[src/rtl/pwm_peripheral.sv]
// pwm_peripheral
//   Consumes the five SPI control bytes, filters them into the clk domain and
//   drives 16 pins that are off, statically on, or PWM-modulated at a shared
//   duty cycle. Duty updates take effect only at PWM period boundaries.
//
// Parameters
//   CLK_DIV          system clocks per PWM counter step (1..4095)
// Ports
//   clk              system clock
//   rst_n            asynchronous active-low reset
//   en_reg_out_7_0   output enable, pins 7:0     (SCLK domain, quasi-static)
//   en_reg_out_15_8  output enable, pins 15:8
//   en_reg_pwm_7_0   PWM select, pins 7:0
//   en_reg_pwm_15_8  PWM select, pins 15:8
//   pwm_duty_cycle   shared duty, 0x00 = low, 0xFF = always high
//   out              registered pin drive
//   period_start     one-clock pulse when the PWM counter wraps to 0
module pwm_peripheral #(
  parameter int unsigned CLK_DIV = 12
) (
  input  logic        clk,
  input  logic        rst_n,
  input  logic [7:0]  en_reg_out_7_0,
  input  logic [7:0]  en_reg_out_15_8,
  input  logic [7:0]  en_reg_pwm_7_0,
  input  logic [7:0]  en_reg_pwm_15_8,
  input  logic [7:0]  pwm_duty_cycle,
  output logic [15:0] out,
  output logic        period_start
);

  localparam int unsigned      PRE_W    = (CLK_DIV > 1) ? $clog2(CLK_DIV) : 1;
  localparam logic [PRE_W-1:0] PRE_LAST = PRE_W'(CLK_DIV - 1);

  logic [39:0]      in_vec;
  logic [39:0]      cap_a_q, cap_a_d;
  logic [39:0]      cap_b_q, cap_b_d;
  logic [39:0]      stable_q, stable_d;
  logic [PRE_W-1:0] pre_q, pre_d;
  logic [7:0]       cnt_q, cnt_d;
  logic [7:0]       active_duty_q, active_duty_d;
  logic [15:0]      out_q, out_d;
  logic             period_start_q, period_start_d;

  logic             tick;
  logic             boundary;
  logic             pwm;
  logic [15:0]      en_out;
  logic [15:0]      en_pwm;
  logic [7:0]       duty_in;

  assign in_vec  = {pwm_duty_cycle, en_reg_pwm_15_8, en_reg_pwm_7_0,
                    en_reg_out_15_8, en_reg_out_7_0};
  assign en_out  = stable_q[15:0];
  assign en_pwm  = stable_q[31:16];
  assign duty_in = stable_q[39:32];

  always_comb begin
    cap_a_d        = in_vec;
    cap_b_d        = cap_a_q;
    stable_d       = stable_q;
    pre_d          = pre_q + PRE_W'(1);
    cnt_d          = cnt_q;
    active_duty_d  = active_duty_q;
    period_start_d = 1'b0;
    tick           = (pre_q == PRE_LAST);
    boundary       = 1'b0;

    // Two consecutive identical samples mean the SPI side is not mid-update,
    // so the whole 40-bit word is accepted at once; a torn word never is.
    if (cap_a_q == cap_b_q) begin
      stable_d = cap_b_q;
    end

    if (tick) begin
      pre_d = '0;
      cnt_d = cnt_q + 8'd1;
      if (cnt_q == 8'hFF) begin
        boundary = 1'b1;
      end
    end

    if (boundary) begin
      active_duty_d  = duty_in;
      period_start_d = 1'b1;
    end

    pwm   = (active_duty_q == 8'hFF) || (cnt_q < active_duty_q);
    out_d = en_out & (~en_pwm | {16{pwm}});
  end

  always_ff @(posedge clk or negedge rst_n) begin
    if (!rst_n) begin
      cap_a_q        <= '0;
      cap_b_q        <= '0;
      stable_q       <= '0;
      pre_q          <= '0;
      cnt_q          <= '0;
      active_duty_q  <= '0;
      out_q          <= '0;
      period_start_q <= 1'b0;
    end else begin
      cap_a_q        <= cap_a_d;
      cap_b_q        <= cap_b_d;
      stable_q       <= stable_d;
      pre_q          <= pre_d;
      cnt_q          <= cnt_d;
      active_duty_q  <= active_duty_d;
      out_q          <= out_d;
      period_start_q <= period_start_d;
    end
  end

  assign out          = out_q;
  assign period_start = period_start_q;

endmodule

[config.mk]
export PLATFORM = sky130hd
export DESIGN_NAME = pwm_peripheral
export DESIGN_NICKNAME = d
export VERILOG_FILES = /design/src/rtl/pwm_peripheral.sv
export SDC_FILE = /design/constraint.sdc
export NUM_CORES = 1
export LEC_CHECK = 0
export ABC_AREA = 1
export CELL_PAD_IN_SITES_DETAIL_PLACEMENT = 0
export CELL_PAD_IN_SITES_GLOBAL_PLACEMENT = 1
export CORE_MARGIN = 5
export CORE_UTILIZATION = 47
export CTS_CLUSTER_DIAMETER = 50
export DETAILED_ROUTE_END_ITERATION = 10
export PLACE_DENSITY_LB_ADDON = 0.1
export REMOVE_ABC_BUFFERS = 1
export SLEW_MARGIN = 25
export SYNTH_ARGS = -nofsm -noshare
export SYNTH_HDL_FRONTEND = slang
export SYNTH_SLANG_ARGS = --single-unit
[constraint.sdc]
create_clock -name clk -period 3 [get_ports clk]
set_input_delay 0.45 -clock clk [delete_from_list [all_inputs] [get_ports clk]]
set_output_delay 0.45 -clock clk [all_outputs]
set_load 0.05 [all_outputs]
==> results_dict.tcl <==
set metrics [dict create \
    netlist_instances 642 \
    drtIter0Drc 292 \
    setup_tns_ns 0 \
    worst_pin_slew_ns 0.783 \
    nFillCells 1119 \
    drv_slew 0 \
    cts_resized 0 \
    min_path_type "primary input to asynchronous set/reset pin" \
    seq_area_um2 3930 \
    cts_made_buffers 17 \
    min_period_over_period 0.690 \
    mostFrequentLayoutCells "223 x nand2_1, 157 x dfrtp_1, 95 x inv_1" \
    critical_path.cell_chain "or2_0, a21oi_1, nand3_1, nor2_4, buf_4, nand3_1, nand2_1" \
    status "finished, final reports clean" \
    fin_ws_ns 0.930 \
    cts-root-buf "clkbuf_16" \
    ys_seq_area_frac 0.637 \
    coreArea_um2 12700 \
    clkLatencyLatePin_ns 0.43 \
    final_common_cell "nand2_1" \
    grt_max_degree 84 \
    cp_top_family "simple AND/OR/NAND/NOR gates" \
    antenna_found_initial 0 \
    rows 41 \
    cp_common_cell "nand3_1" \
    leakage_nw 4.04 \
    final_hold_viol_count 0 \
    dieWidth_um 125 \
    dpl_worst_slack_ns 0.965 \
    cts_buffer_depth 2 \
    nNetsFinal 762 \
    track_usage 0.160 \
    ff2ff_path_depth 7 \
    wire_per_inst_um 12.8 \
    grt_pass1_wl_mm 19.9 \
    vias_per_cell 4.60 \
    setup_viol 0 \
    post-route-util 0.592 \
    slowest_stage "dfrtp_1" \
    yosys_warnings 0 \
    worst-path-stages 7 \
    cts_setup_buffers 0 \
    grt_overflow 0 \
    cp-end-kind "flop" \
    powerDensity_nw_per_um2 610 \
    drc 0 \
    multi_input_area_um2 1770 \
    pin_count 59 \
    max_slew_margin 0.478 \
    drt_first_pass_iters 4 \
    ys_types 28 \
    layout_min_cycle_time_ns 2.07 \
    rsz0062_at_grt "no" \
    diodes 0 \
    cts_max_level 4 \
    vias 4125 \
    layout-drive-gt1-share 0.0732 \
    critPathBufInv 1 \
    cap_violations 0 \
    area_growth_pct 22.2 \
    start_util 0.484 \
    routed_wl_mm 11.5 \
    dieHeight_um 125 \
    path_clk_slew_ns 0.06 \
    cp_slowest_stage_delay_ns 0.39 \
    worst_ep_arrival_time_ns 2.42 \
    dp_hpwl_mm 7.84 \
    grt_pass1_vias 4115 \
    cp-start-kind "flop" \
    place_congestion 0.771 \
    worstSetupPathType "flop to flop" \
    dieArea_um2 15500 \
    postSynthAreaPerCell_um2 9.60 \
    postRouteAntennaNets 0 \
    fin_area_um2 7530 \
    synth_seq_cells 157 \
    required_ns 3.36 \
    crit_fanout 25 \
    port_buffers 58 \
    fmax_mhz 483 \
    post_dp_cell_area_um2 6920 \
    finClkSkew_ns 0.00955 \
    syn_area_um2 6160 \
    ir_worst_vdd_mv 0.586 \
    cts_tree "done" \
    hold_buffers 0 \
    cts_sinks 157 \
]
## worst paths after layout
check,start,to,slack [ns]
max in group asynchronous,rst_n,cap_b_q[3],2.04
min in group clk,cap_a_q[39],cap_b_q[39],0.39
worst min register to register,cap_a_q[39],cap_b_q[39],0.39
worst min-delay path,rst_n,pre_q[3],0.06
worst max-delay path,cap_b_q[1],stable_q[37],0.93
worst max register to register,cap_b_q[1],stable_q[37],0.93
## flip-flops by register name (all words and copies together) (netlist names)
name and flops:
cap_a_q 40, cap_b_q 40, stable_q 40, out 16
active_duty_q 8, cnt_q 8, pre_q 4, period_start 1
## through the flow
step | cells | total power, mW | hold slack (ns)
finish | 896 | 4.59 | 0.0598
global route | 896 | 4.76 | 0.131
CTS | 896 | 4.64 | 0.102
detailed placement | 864 | 2.45 | 0.379
global placement | 864 | 2.44 | 0.375
floorplan | 627 | 2.32 | 0.154
## worst reg2reg max path, delay by kind of cell (launching register included)
kind                   cells  cell delay, ns
buffers and inverters      1            0.36
DFF                        1            0.39
AOI/OAI and AO/OA          1            0.28
and+or+nand+nor            5            0.98
## synthesized netlist by cell type
cell type  number  area share
nor2_1         28       0.017
buf_6           5      0.0091
or2_0           1      0.0010
nor3b_4         1      0.0030
nand2_4         1      0.0018
xor2_1          8       0.011
nand4_1         1      0.0010
inv_1          95       0.058
buf_2           9      0.0073
ha_1            9       0.018
inv_2           2      0.0012
nor2_4          2      0.0037
nor2_2          1      0.0010
nand2_2         2      0.0020
clkbuf_1        1     0.00061
a21oi_1         4      0.0032
o21a_1          1      0.0012
nor4_1          2      0.0020
or2_2           1      0.0010
o21ai_0        10      0.0081
nand3_2         1      0.0016
dfrtp_1       157        0.64
nand2_1       223        0.14
a31o_2          1      0.0014
xnor2_1        12       0.017
nand3_4         1      0.0028
nand3_1        62       0.050
o21ai_2         1      0.0014
## cells by family after synthesis
| logic type | after synthesis | share of synthesized area |
|---|---|---|
| DFF | 157 | 0.637 |
| xor gates and xnor gates | 20 | 0.0284 |
| adders and majority gates | 9 | 0.0183 |
| and+or+nand+nor | 327 | 0.224 |
| AOI/OAI and AO/OA | 17 | 0.0154 |
| buffers and inverters | 112 | 0.0761 |
## metal layers
layer	part of all wire	track usage	vias to the layer above
met5	0	0	-
met4	0.012	0.0690	0
met3	0.035	0.0472	15
met2	0.49	0.248	60
met1	0.47	0.211	1964
li1	-	-	2086
## cell type report
type,count,share of cell area
timing repair buffer,65,0.0859
clock buffer,19,0.0588
tap,172,0.0286
clock inverter,13,0.0221
inverter,97,0.0484
sequential,157,0.522
multi-input combinational,373,0.234
## where the power goes
group,switching [mW],leakage [nW],total [mW],internal [mW]
Sequential,0.0468,2.00,2.22,2.17
Combinational,0.0923,1.75,0.180,0.0882
Clock,0.857,0.290,2.19,1.33
No activity file was read; power rests on OpenSTA's default activity.
